<file path="src/rtl/change_dispenser.sv">
// change_dispenser: pays an overpayment back as 10/5 rupee coins, greedy, via a hopper handshake.
// Define CHANGE_ACK_TIMEOUT_EN to fault when a hopper ack takes ACK_TIMEOUT cycles.
module change_dispenser #(
  parameter int AMOUNT_W    = 6,
  parameter int ACK_TIMEOUT = 15
) (
  input  logic                clock,
  input  logic                resetN,
  input  logic                changeValid,
  input  logic [AMOUNT_W-1:0] changeAmount,
  output logic                changeReady,
  output logic                dispenseTen,
  output logic                dispenseFive,
  input  logic                hopperAck,
  input  logic                tenEmpty,
  input  logic                fiveEmpty,
  output logic                busy,
  output logic                done,
  output logic                fault,
  output logic [AMOUNT_W-1:0] remaining
);
  typedef enum logic [2:0] {IDLE, CHECK, SELECT, DISPENSE, DONE, FAULT} state_t;
  localparam logic [AMOUNT_W-1:0] TEN  = AMOUNT_W'(10);
  localparam logic [AMOUNT_W-1:0] FIVE = AMOUNT_W'(5);
  if (ACK_TIMEOUT < 1) begin : g_bad_timeout
    $error("ACK_TIMEOUT must be at least 1");
  end
  state_t state_q, state_d;
  logic [AMOUNT_W-1:0] rem_q, rem_d;
  logic coin_q, coin_d;
`ifdef CHANGE_ACK_TIMEOUT_EN
  localparam int CNT_W = $clog2(ACK_TIMEOUT + 1);
  logic [CNT_W-1:0] cnt_q, cnt_d;
  always_ff @(posedge clock or negedge resetN)
    if (!resetN) cnt_q <= '0;
    else         cnt_q <= cnt_d;
`endif
  always_ff @(posedge clock or negedge resetN) begin
    if (!resetN) begin
      state_q <= IDLE;
      rem_q   <= '0;
      coin_q  <= 1'b0;
    end else begin
      state_q <= state_d;
      rem_q   <= rem_d;
      coin_q  <= coin_d;
    end
  end
  // coin_q: 1 = ten-rupee coin requested, 0 = five
  always_comb begin
    state_d = state_q;
    rem_d   = rem_q;
    coin_d  = coin_q;
`ifdef CHANGE_ACK_TIMEOUT_EN
    cnt_d   = '0;
`endif
    case (state_q)
      IDLE:   if (changeValid) begin
        rem_d   = changeAmount;
        state_d = CHECK;
      end
      CHECK:  state_d = (rem_q % FIVE) != '0 ? FAULT : SELECT;
      SELECT: begin
        if (rem_q == '0) state_d = DONE;
        else if (rem_q >= TEN && !tenEmpty) begin
          state_d = DISPENSE;
          coin_d  = 1'b1;
        end else if (rem_q >= FIVE && !fiveEmpty) begin
          state_d = DISPENSE;
          coin_d  = 1'b0;
        end else state_d = FAULT;
      end
      DISPENSE: begin
        if (hopperAck) begin
          rem_d   = rem_q - (coin_q ? TEN : FIVE);
          state_d = SELECT;
        end
`ifdef CHANGE_ACK_TIMEOUT_EN
        else if (cnt_q == CNT_W'(ACK_TIMEOUT - 1)) state_d = FAULT;
        else cnt_d = cnt_q + 1'b1;
`endif
      end
      DONE:    state_d = IDLE;
      FAULT:   state_d = IDLE;
      default: state_d = IDLE;
    endcase
  end
  assign changeReady  = state_q == IDLE;
  assign busy         = state_q != IDLE;
  assign done         = state_q == DONE;
  assign fault        = state_q == FAULT;
  assign dispenseTen  = state_q == DISPENSE && coin_q;
  assign dispenseFive = state_q == DISPENSE && !coin_q;
  assign remaining    = rem_q;
endmodule

</file>
<file path="config.mk">
export PLATFORM = sky130hd
export DESIGN_NAME = change_dispenser
export DESIGN_NICKNAME = d
export VERILOG_FILES = /design/src/rtl/change_dispenser.sv
export SDC_FILE = /design/constraint.sdc
export NUM_CORES = 1
export LEC_CHECK = 0
export BUFFER_PORTS_ARGS = -buffer_cell sky130_fd_sc_hd__buf_2
export CAP_MARGIN = 40
export CORE_MARGIN = 2
export CORE_UTILIZATION = 45
export DETAILED_ROUTE_END_ITERATION = 6
export GPL_ROUTABILITY_DRIVEN = 0
export HOLD_SLACK_MARGIN = 0.1
export MAX_ROUTING_LAYER = met4
export PLACE_DENSITY = 0.79
export SLEW_MARGIN = 10
export SYNTH_ARGS = -nofsm -noshare
export SYNTH_HDL_FRONTEND = slang
export SYNTH_SLANG_ARGS = --single-unit
export TNS_END_PERCENT = 20
</file>
<file path="constraint.sdc">
create_clock -name clock -period 3.8 [get_ports clock]
set_input_delay 0.19 -clock clock [delete_from_list [all_inputs] [get_ports clock]]
set_output_delay 0.19 -clock clock [all_outputs]
set_load 0.01 [all_outputs]
</file>
==> impl_results.md <==
* Initial Utilization at 48.8%
* Clock Skew at 0.00592 ns
* Mapped Cells at 125
* First-pass GRT wire length at 4310 µm
* Final nets at 166
* Vias per inst at between 5 and 6
* P_leak at between 0.5 and 0.6 nW
* Slew Limit Fails at 0
* Capture point of the worst reg-to-reg path: state_q[1]
* Complex-gate fraction of the synthesized area at around 25%
* Setup CP Type: flip-flop to flip-flop
* FF-to-FF Start: remaining[3]
* Post-CTS resize count at 0
* Crit path from: remaining[3]
* Register area at 250 µm²
* Slew of the pin with the lowest slew margin at 0.933 ns
* Reg2reg setup slack at 1.18 ns
* Die Span Y at 50.8 µm
* TritonRoute pass-1 iters at 4
* CP cell instances: nand2b_1 -> xnor2_1 -> o21ai_0 -> ha_1 -> xor2_1 -> o22ai_1 -> a211oi_2 -> o2111ai_2 -> a21bo_1
* Slowest stage delay, CP at about 0.54 ns
* Root buf cell: clkbuf_4
* Die width at 50.8 µm
* Post-Synth Simple-Gate Area at 28.3%
* Layout cells sized above 1 at 21.9%
* Clock sink count at 10
* Deepest clock path buffer count at 2
* Critical Path AT at 2.78 ns
* Multi-input gate area at 661 µm²
* RSZ-0062 raised after global routing: no
* Final setup margin at 1.18 ns
* Yosys warns at 0
* Max_slew headroom at approximately 38%
* Area Growth Syn to Fin at 14.7%
* Tightest Hold Check Type: input pin to flip-flop
* CTS buffer count at 3
* Core Rows at 16
* Initial DRC Count at 17
* Cell taking the most area after synthesis: dfrtp_1
* I/O pin cnt at 24
* H-tree depth at 1
* Worst Path Required at 3.96 ns
* Pre-CTS setup slack at 1.19 ns
* Worst Setup End Kind: flip-flop
* Main combinational cell family by area after synthesis: simple AND/OR/NAND/NOR gates
* Period utilisation layout at 69.0%
* Post-CTS Repair Setup Buffers at 0
* HPWL reported at the end of detailed placement at about 1800 µm
* Synth Cell Area at 987 µm²
* Highest clock rate at 381 MHz
* Final Hold Viols at 0
* Syn Area/Cell at around 7.9 µm²
* ANT cells at 0
* Multiplexer share of the synthesized area at 0%
* End of the critical path: state_q[1]
* Setup TNS at 0 ns
* Post-synthesis sequential area ratio at ~25%
* CTS tree: done
* Crit-path slowest cell: dfrtp_1
* Clk pin slew, worst setup/hold paths at ~0.070 ns
* Setup Viol. Count Final at 0
* Largest cells by area after synthesis: dfrtp_1 25%, ha_1 7.6%, nor2_1 5.3%
* # DRC at 0
* Worst Reg2Reg Path Length in Cells at 9
* Top cell type's share of synthesized area at roughly 25%
* Minimum clock period at 2.62 ns
* Outcome: complete, no violations
* Placed Cells at 168
* Detail Route Antenna Nets at 0
* Post-Synth XOR/XNOR Area at between 3 and 4%
* Post-synthesis adder-cell area fraction at between 9 and 10%
* Hold-fix buffer count after cts at 1
* Placeable core region at ~2000 µm²
* Vias in the first global route at approximately 980
* Mapped Nets at between 100 and 150
* Filler cells at 188
* Crit path max fanout at 14
* Worst-Skew Late Latency at 0.27 ns
* Fin cells at 173
* GRT Util Overall at 22.2%
* Die Area at 2580 µm²
* CP Launch Type: flip-flop
* Routed vias at 981
* Total gr overflow at 0
* Pwr Density at ~900 nW/µm²
* Final wirelength at 2450 µm
* Layout Utilization at 56.0%
* PortBufs at 23
* Netlist cell types at 42
* Maxcap violations at 0
* Worst vdd ir at 0.514 mV
* Synthesized flop and latch total at 10
* WL per Instance at between 10 and 15 µm
* Largest net degree at the start of global routing at 18
* Initial antenna violation count at 0
==> registers in the layout, summed over array words and instances (netlist names) <==
signal	cells
remaining	6
state_q	3
coin_q	1
==> worst min-delay path by stage <==
stage | startpoint | depth (start not counted) | endpoint
after global routing | changeAmount[3] | 3 | remaining[3]
after detailed placement | resetN | 1 | remaining[3]
after CTS | changeAmount[3] | 3 | remaining[3]
final | changeAmount[3] | 3 | remaining[3]
after floorplan | resetN | 0 | coin_q
after global placement | resetN | 1 | remaining[3]
==> critical path, delay by kind of cell (launching register included) <==
family | cells | cell delay (ns)
AOI/OAI and AO/OA | 5 | 1.05
xor gates and xnor gates | 2 | 0.35
adders and majority gates | 1 | 0.28
DFF | 1 | 0.54
and+or+nand+nor | 1 | 0.29
==> placed cells by master, fill, tap and decap left out, types with 4 or more instances in the layout <==
cell type,netlist,layout
buf_2,4,23
nor2_1,14,14
nand2_1,10,10
a21oi_1,10,10
dfrtp_1,10,10
o21ai_0,7,7
inv_1,6,6
nand2b_1,6,6
ha_1,6,6
nor3_1,5,5
nor2b_1,4,4
==> per-layer routing <==
layer	global-route usage, %	vias to the layer above	part of all wire (%)
met5	-	-	0
met4	10.4	0	1.6
met3	2.34	6	3.4
met2	38.2	21	53
met1	26.2	463	42
li1	-	491	-
==> synthesized netlist by cell type (all sizes together) <==
cell type and n:
a21boi 1, a22o 1, buf 7, o21a 1, nand2 10, nand3 2
o21ai 9, a2bb2oi 1, dfrtp 10, a211oi 1, o21bai 1, xnor2 1
and3 3, a21bo 1, o32ai 2, nor2b 4, nand3b 1, a31oi 1
and3b 1, o31ai 1, o22ai 3, ha 6, fa 1, nor2 14
a21oi 10, nand4 1, o221ai 1, and2 1, or3 2, o2111ai 2
nand4b 3, nor3 5, inv 7, nand2b 6, o211ai 1, xor2 3
==> stage by stage <==
stage | hold slack (ns) | total power (W) | area [µm²]
6_report | 0.168 | 0.00102 | 1130
5_1_grt | 0.179 | 0.00113 | 1130
4_1_cts | 0.173 | 0.00102 | 1130
3_5_place_dp | 0.0690 | 0.000917 | 1090
3_3_place_gp | 0.0689 | 0.000884 | 1090
2_1_floorplan | -0.106 | 0.000782 | 987
==> cells by family after synthesis <==
family,count (synthesis)
AND/OR/NAND/NOR,53
AO/OA/AOI/OAI,37
buffers and inverters,14
flip-flops,10
adder cells (fa/ha/maj),7
XOR/XNOR,4
==> cell type report <==
cell class / count / share of cell area [%]
well taps: 27 / 2.98
multi-input cells: 101 / 58.3
flip-flops and latches: 10 / 22.1
repair buffers: 24 / 11.0
inverters: 7 / 2.32
clock buffers: 4 / 3.20
==> power breakdown <==
part           internal, W  switching [W]
registers         0.000154       0.000139
clock network    0.0000582      0.0000404
logic             0.000297       0.000335
No activity file was read; power rests on OpenSTA's default activity.
